**src/rtl/mul8_dot_acc.sv**
```systemverilog
// mul8_dot_acc: sums a programmable number of approximate-multiplier products into one held result.
// Optional multiplier error monitor (err_sum/err_max) enabled by defining MUL8_DOT_ACC_ERR_MON_EN.
module mul8_dot_acc #(
    parameter int unsigned PROD_W = 16,
    parameter int unsigned ACC_W  = 24,
    parameter int unsigned LEN_W  = 8
) (
    input  logic              clk,
    input  logic              rst_n,
    input  logic [LEN_W-1:0]  cfg_len,
    input  logic              in_valid,
    output logic              in_ready,
    input  logic [7:0]        in_a,
    input  logic [7:0]        in_b,
    input  logic [PROD_W-1:0] in_prod,
    output logic              out_valid,
    input  logic              out_ready,
    output logic [ACC_W-1:0]  out_sum,
    output logic [LEN_W-1:0]  out_count,
    output logic              out_ovf
`ifdef MUL8_DOT_ACC_ERR_MON_EN
    ,
    output logic [ACC_W-1:0]  err_sum,
    output logic [15:0]       err_max
`endif
);
    localparam int unsigned SUM_W = ACC_W + 1;
    localparam logic [1:0] ST_IDLE  = 2'd0;
    localparam logic [1:0] ST_ACCUM = 2'd1;
    localparam logic [1:0] ST_HOLD  = 2'd2;

    logic [1:0]       state_q, state_d;
    logic [ACC_W-1:0] acc_q, acc_d;
    logic [LEN_W-1:0] count_q, count_d;
    logic [LEN_W-1:0] len_q, len_d;
    logic             ovf_q, ovf_d;
    logic             valid_q, valid_d;
    logic             beat, load_c, add_c, clr_c;
    logic [SUM_W-1:0] acc_sum;
    logic [LEN_W-1:0] count_inc, len_eff;

    // Ready is a pure state decode, forced low while reset is asserted.
    assign in_ready  = rst_n && (state_q != ST_HOLD);
    assign beat      = in_valid && in_ready;
    assign load_c    = beat && (state_q == ST_IDLE);
    assign add_c     = beat && (state_q == ST_ACCUM);
    assign clr_c     = (state_q == ST_HOLD) && out_ready;
    assign acc_sum   = {1'b0, acc_q} + SUM_W'(in_prod);
    assign count_inc = count_q + LEN_W'(1);
    assign len_eff   = (cfg_len == '0) ? LEN_W'(1) : cfg_len;

    always_comb begin
        state_d = state_q;
        acc_d   = acc_q;
        count_d = count_q;
        len_d   = len_q;
        ovf_d   = ovf_q;
        case (state_q)
            ST_IDLE: begin
                if (load_c) begin
                    len_d   = len_eff;
                    acc_d   = ACC_W'(in_prod);
                    count_d = LEN_W'(1);
                    ovf_d   = 1'b0;
                    state_d = (len_eff == LEN_W'(1)) ? ST_HOLD : ST_ACCUM;
                end
            end
            ST_ACCUM: begin
                if (add_c) begin
                    acc_d   = acc_sum[ACC_W-1:0];
                    ovf_d   = ovf_q | acc_sum[ACC_W];
                    count_d = count_inc;
                    if (count_inc == len_q) begin
                        state_d = ST_HOLD;
                    end
                end
            end
            ST_HOLD: begin
                if (clr_c) begin
                    acc_d   = '0;
                    count_d = '0;
                    ovf_d   = 1'b0;
                    state_d = ST_IDLE;
                end
            end
            default: state_d = ST_IDLE;
        endcase
        valid_d = (state_d == ST_HOLD);
    end

    always_ff @(posedge clk or negedge rst_n) begin
        if (!rst_n) begin
            state_q <= ST_IDLE;
            acc_q   <= '0;
            count_q <= '0;
            len_q   <= '0;
            ovf_q   <= 1'b0;
            valid_q <= 1'b0;
        end else begin
            state_q <= state_d;
            acc_q   <= acc_d;
            count_q <= count_d;
            len_q   <= len_d;
            ovf_q   <= ovf_d;
            valid_q <= valid_d;
        end
    end

    assign out_valid = valid_q;
    assign out_sum   = acc_q;
    assign out_count = count_q;
    assign out_ovf   = ovf_q;

`ifdef MUL8_DOT_ACC_ERR_MON_EN
    logic [15:0]        exact_c, err_c;
    logic signed [16:0] diff_c;
    logic [SUM_W-1:0]   err_add_c;
    logic [ACC_W-1:0]   err_sum_q, err_sum_d;
    logic [15:0]        err_max_q, err_max_d;

    // |exact - approx| in 17-bit signed; the magnitude always fits 16 bits.
    assign exact_c   = 16'(in_a) * 16'(in_b);
    assign diff_c    = $signed({1'b0, exact_c}) - $signed({1'b0, 16'(in_prod)});
    assign err_c     = diff_c[16] ? 16'(-diff_c) : diff_c[15:0];
    assign err_add_c = {1'b0, err_sum_q} + SUM_W'(err_c);

    always_comb begin
        err_sum_d = err_sum_q;
        err_max_d = err_max_q;
        if (load_c) begin
            err_sum_d = ACC_W'(err_c);
            err_max_d = err_c;
        end else if (add_c) begin
            err_sum_d = err_add_c[ACC_W] ? '1 : err_add_c[ACC_W-1:0];
            err_max_d = (err_c > err_max_q) ? err_c : err_max_q;
        end else if (clr_c) begin
            err_sum_d = '0;
            err_max_d = '0;
        end
    end

    always_ff @(posedge clk or negedge rst_n) begin
        if (!rst_n) begin
            err_sum_q <= '0;
            err_max_q <= '0;
        end else begin
            err_sum_q <= err_sum_d;
            err_max_q <= err_max_d;
        end
    end

    assign err_sum = err_sum_q;
    assign err_max = err_max_q;
`else
    logic unused_err_mon;
    assign unused_err_mon = ^{in_a, in_b};
`endif
endmodule
```
**config.mk**
```make
export PLATFORM = sky130hd
export DESIGN_NAME = mul8_dot_acc
export DESIGN_NICKNAME = d
export VERILOG_FILES = /design/src/rtl/mul8_dot_acc.sv
export SDC_FILE = /design/constraint.sdc
export NUM_CORES = 1
export LEC_CHECK = 0
export ABC_CLOCK_PERIOD_IN_PS = 2450
export BUFFER_PORTS_ARGS = -buffer_cell sky130_fd_sc_hd__buf_2
export CAP_MARGIN = 15
export CORE_MARGIN = 2
export CORE_UTILIZATION = 54
export DETAILED_ROUTE_END_ITERATION = 12
export PLACE_DENSITY_LB_ADDON = 0.3
export SLEW_MARGIN = 10
export SYNTH_ARGS = -nofsm -noshare
export SYNTH_HDL_FRONTEND = slang
export SYNTH_SLANG_ARGS = --single-unit
```
**constraint.sdc**
```tcl
create_clock -name clk -period 2.45 [get_ports clk]
set_input_delay 0.49 -clock clk [delete_from_list [all_inputs] [get_ports clk]]
set_output_delay 0.49 -clock clk [all_outputs]
set_load 0.02 [all_outputs]
```
# After elaboration in Yosys (flattened, before gate mapping)
# Cells that the tools add are included.
[op_classes]
eq_ne = 9
reduce_logical = 10
muxes = 19
bitwise_logic = 1
add_sub_neg = 2
[op_table]
columns = ["cell", "n"]
rows = [
  ["$mux 24", 3],
  ["$pmux 24 s3", 1],
  ["$mux 8", 4],
  ["$add 24x16->25", 1],
  ["$pmux 8 s3", 1],
  ["$mux 2", 5],
  ["$add 8x1->8 const B", 1],
  ["$eq 8x1->1 const B", 1],
  ["$eq 8x8->1", 1],
  ["$logic_not 8->1", 1],
  ["$ne 2x2->1 const B", 4],
  ["$pmux 2 s3", 1],
  ["$logic_and 1x1->1", 5],
  ["$eq 2x2->1 const B", 2],
  ["$reduce_and 4->1", 1],
  ["$mux 1", 3],
  ["$pmux 1 s3", 1],
  ["$reduce_bool 3->1", 1],
  ["$eq 2x1->1 const B", 1],
  ["$logic_not 2->1", 1],
  ["$reduce_and 2->1", 1],
  ["$or 1x1->1", 1],
]
[word_totals]
output_inout_bits = 35
wordCells = 47
input_bits = 44
register_bits = 44

# Depth between registers and ports, before layout
[depth]
depth_word = 7
mapped_depth = 10

# Worst setup path after synthesis
# Ideal clock, no wire load.
[synth_timing]
kind = "reg-to-reg"
start = "reg acc_q[0] (netlist: out_sum[0])"
end = "reg acc_q[18] (netlist: out_sum[18])"
required_ps = 2381
stages_incl_launch_ff = 11
t_arrival_ps = 2216
slack_ps = 165
n_path_buf = 0
cell_sequence = "dfrtp_1 -> ha_1 -> inv_1 -> fa_1 -> nor2b_1 -> o2111ai_1 -> nand2_1 -> o21a_1 -> a21boi_1 -> or4_1 -> nand3_1"
[synth_between]
elab_chain_cells = 3
[synth_lines]
columns = ["item", "line_no", "rtl"]
rows = [
  ["start: declaration", "33", "logic [ACC_W-1:0] acc_q, acc_d;"],
  ["start signal: assignment", "94", "acc_q <= '0;"],
  ["start signal: assignment", "101", "acc_q <= acc_d;"],
  ["$add 24x16->25", "48", "assign acc_sum = {1'b0, acc_q} + SUM_W'(in_prod);"],
  ["$mux 24", "69", "if (add_c) begin"],
  ["$pmux 24 s3", "58", "case (state_q)"],
]
# Every way passes these cells. The select of a mux whose other input is x is not followed.
# A chain may end at the register's enable or synchronous reset.

# Worst setup path in the final report
# Same ends and word-level chain as after synthesis.

==> flow_summary.ini <==
[logic_synthesis]
syn-instance-count = 368
syn-mean-instance-area_sq_um = 8.53
postSynthRegisterBits = 44
netlist.top_cell.by_area = sky130_fd_sc_hd__dfrtp_1
mappedNetlistArea_sq_um = 3140
synth_seq_area_share = 0.351
total_of_warnings_raised_by_yosys = 0
synth_enable_flop_cells = 0
synth_flop_cell = sky130_fd_sc_hd__dfrtp_1
yosys.area.top_type_share = 0.351
synthesis.nets = 434
distinct_cell_type_count_after_synthesis = 54
postSynth.asyncResetShare = 1.00
yosys-top-cells-area = sky130_fd_sc_hd__dfrtp_1, sky130_fd_sc_hd__ha_1, sky130_fd_sc_hd__xnor2_1, sky130_fd_sc_hd__a21oi_1, sky130_fd_sc_hd__nor2_1

[clock_tree]
path_clk_slew_ps = 90
clock-sinks = 44
cts-htree-levels = 2
clock-root-buffer = sky130_fd_sc_hd__clkbuf_8
post_cts_buffers = 0
cts_inserted_buffers = 5
cts_tree = built
worst_skew_pair.late_latency_ps = 300
ctsHoldBuffers = 0
worst_case_clock_buffer_depth = 2

[sta]
final_hold_viol_count = 0
relSlewSlack = 0.623
hold-worst-slack_ps = 264
worst_clock_skew_ps = 9.89
setup_tns_ps = 0
final-max-slew-violation-count = 0
report.final.setup_viol = 0
worst-slew-pin-transition_ps = 566
layout_min_cycle_time_ps = 2350
max_freq_mhz = 425
fin_crit_sh = 0.960

[detailed_routing]
finalWirelength_microns = 8040
vias_per_cell = 5.85
drc_errors = 0
drt_iter0_drc = 131
antenna_left = 0
dr.pass1.iters = 4
vias = 3037
wire_per_inst_microns = 15.5

[power_and_ir_drop]
ir_drop_v = 0.000649
static-leakage-power_uw = 0.00177
ratio_of_total_power_to_cell_area_nw_per_um2 = 1220
overall_power_consumption_uw = 4640

[run]
drv.max_cap_violation_count = 0

[global_routing]
grt.overflow.total = 0
global_route.usage.total = 0.253
pin_count_of_the_biggest_net_entering_global_routing = 45
grt_pass1_wl_microns = 12900
grt_antenna_before_repair = 0
via_count_of_the_first_global_routing_pass = 2820

[die]
initial_standard_cell_utilization_of_the_core = 0.563
io_pins = 79
fp.dieArea_sq_um = 6440
die_height_microns = 80.2
fp-row-count = 27
floorplan.core_area_sq_um = 5570
die_width_microns = 80.2

[outcome]
outcome = complete, no violations

[placement]
dpl.hpwl_microns = 5800
gp_routability_congestion = 0.969
portBuffers = 62
placed_cell_area_sq_um = 3650

[critical_path]
setup.worst_path.start_class = register
maximum_fanout_encountered_on_the_critical_timing_path = 7
worstSetupPathType = reg2reg
critical_path_at_ps = 2600
endpoint_class_of_the_critical_path = register
critPathRequiredTime_ps = 2700

[finish]
layout.cells.most_common = sky130_fd_sc_hd__buf_2
antenna-diode-count = 0
areaGrowthSynthToFinish_pct = 21.1
layout_common_cells = sky130_fd_sc_hd__buf_2, sky130_fd_sc_hd__dfrtp_1, sky130_fd_sc_hd__nor2_1, sky130_fd_sc_hd__nand2_1, sky130_fd_sc_hd__a21oi_1
fin_area_sq_um = 3800
layout_nets = 512
drive_above_1_share = 0.257
post-route-util = 0.682

[min_path]
min_delay_worst_type = in2async
[area by class of cell]
class                      count  area, sq um
sequential                    44         1100
timing repair buffer          85          483
fill                         471         1770
clock inverter                 2         38.8
tap                           72         90.1
inverter                      12         45.0
multi-input combinational    298         1960
clock buffer                   6         82.6
[final timing paths]
check,startpoint,endpoint,slack (ps),cells after the start
min,rst_n,out_valid$_DFF_PN0_,260,2
max in group asynchronous,rst_n,out_sum[3]$_DFFE_PN0P_,1790,2
min in group clk,cfg_len[4],len_q[4]$_DFFE_PN0P_,440,2
min reg2reg,out_sum[15]$_DFFE_PN0P_,out_sum[15]$_DFFE_PN0P_,530,2
max reg2reg,out_sum[0]$_DFFE_PN0P_,out_sum[18]$_DFFE_PN0P_,100,10
max,out_sum[0]$_DFFE_PN0P_,out_sum[18]$_DFFE_PN0P_,100,10
[critical path: stages (launching register included)]
cell	delay [ps]
sky130_fd_sc_hd__dfrtp_1	390
sky130_fd_sc_hd__ha_1	200
sky130_fd_sc_hd__inv_1	60
sky130_fd_sc_hd__fa_1	400
sky130_fd_sc_hd__nor2b_2	150
sky130_fd_sc_hd__o2111ai_1	140
sky130_fd_sc_hd__nand2_1	130
sky130_fd_sc_hd__o21a_1	180
sky130_fd_sc_hd__a21boi_2	120
sky130_fd_sc_hd__or4_1	420
sky130_fd_sc_hd__nand3_1	100
[flip-flops by register name, summed over array words and instances, names as in the netlist]
| register | count |
|---|---|
| out_valid | 1 |
| out_count | 8 |
| out_ovf | 1 |
| len_q | 8 |
| state_q | 2 |
| out_sum | 24 |
[repair_timing]
action,4_1_cts,5_1_grt
endpoints found under the setup margin,0,6
resized for setup,0,7
endpoints found under the hold margin,0,0
[layer usage]
layer  global-route usage  wire [microns]  up-vias
met5                    0               0        -
met4               0.0847             129        0
met3               0.0404             423       15
met2                0.448            4040      111
met1                0.311            3450     1427
li1                     -               -     1484
[cells by family after synthesis]
logic type                 count (synthesis)  synth area share
muxes                                      9            0.0319
xor gates and xnor gates                  25            0.0697
and+or+nand+nor                          135             0.211
DFF                                       44             0.351
buffers and inverters                     26            0.0331
adders and majority gates                 22            0.0901
AOI/OAI and AO/OA                        107             0.213
[per-stage QoR]
stage                     setup slack, ps  cells
after global routing                -25.5    519
after global placement              -71.0    511
after detailed placement             -119    511
after CTS                            74.4    519
final                                98.3    519
after floorplan                       165    368
[Yosys cell counts, types with 2 or more instances]
cell type / n
sky130_fd_sc_hd__buf_2: 5
sky130_fd_sc_hd__xor2_1: 6
sky130_fd_sc_hd__mux2_2: 8
sky130_fd_sc_hd__nor2b_1: 7
sky130_fd_sc_hd__inv_1: 12
sky130_fd_sc_hd__ha_1: 21
sky130_fd_sc_hd__nand4_1: 5
sky130_fd_sc_hd__a21oi_1: 32
sky130_fd_sc_hd__o2111ai_1: 3
sky130_fd_sc_hd__a221oi_1: 9
sky130_fd_sc_hd__o21a_1: 3
sky130_fd_sc_hd__nand2_1: 37
sky130_fd_sc_hd__and2_1: 2
sky130_fd_sc_hd__dfrtp_1: 44
sky130_fd_sc_hd__nand3_1: 15
sky130_fd_sc_hd__o22ai_1: 3
sky130_fd_sc_hd__clkbuf_1: 8
sky130_fd_sc_hd__xnor2_1: 19
sky130_fd_sc_hd__nor4_1: 2
sky130_fd_sc_hd__o21ai_1: 5
sky130_fd_sc_hd__a2111oi_0: 2
sky130_fd_sc_hd__or3_1: 5
sky130_fd_sc_hd__o21ai_0: 28
sky130_fd_sc_hd__o21bai_1: 2
sky130_fd_sc_hd__and3_1: 5
sky130_fd_sc_hd__nor2_1: 40
sky130_fd_sc_hd__o211ai_1: 2
sky130_fd_sc_hd__nor3_1: 5
sky130_fd_sc_hd__nor3b_1: 2
sky130_fd_sc_hd__a21o_1: 7
[power by group]
group / internal (uW) / switching (uW) / total, uW / leakage [uW]
sequential: 987 / 274 / 1260 / 0.000556
combinational: 1190 / 1590 / 2780 / 0.00115
clock: 334 / 267 / 601 / 0.0000614
total: 2510 / 2130 / 4640 / 0.00177
Note: power is estimated with default switching activity, not from simulation.
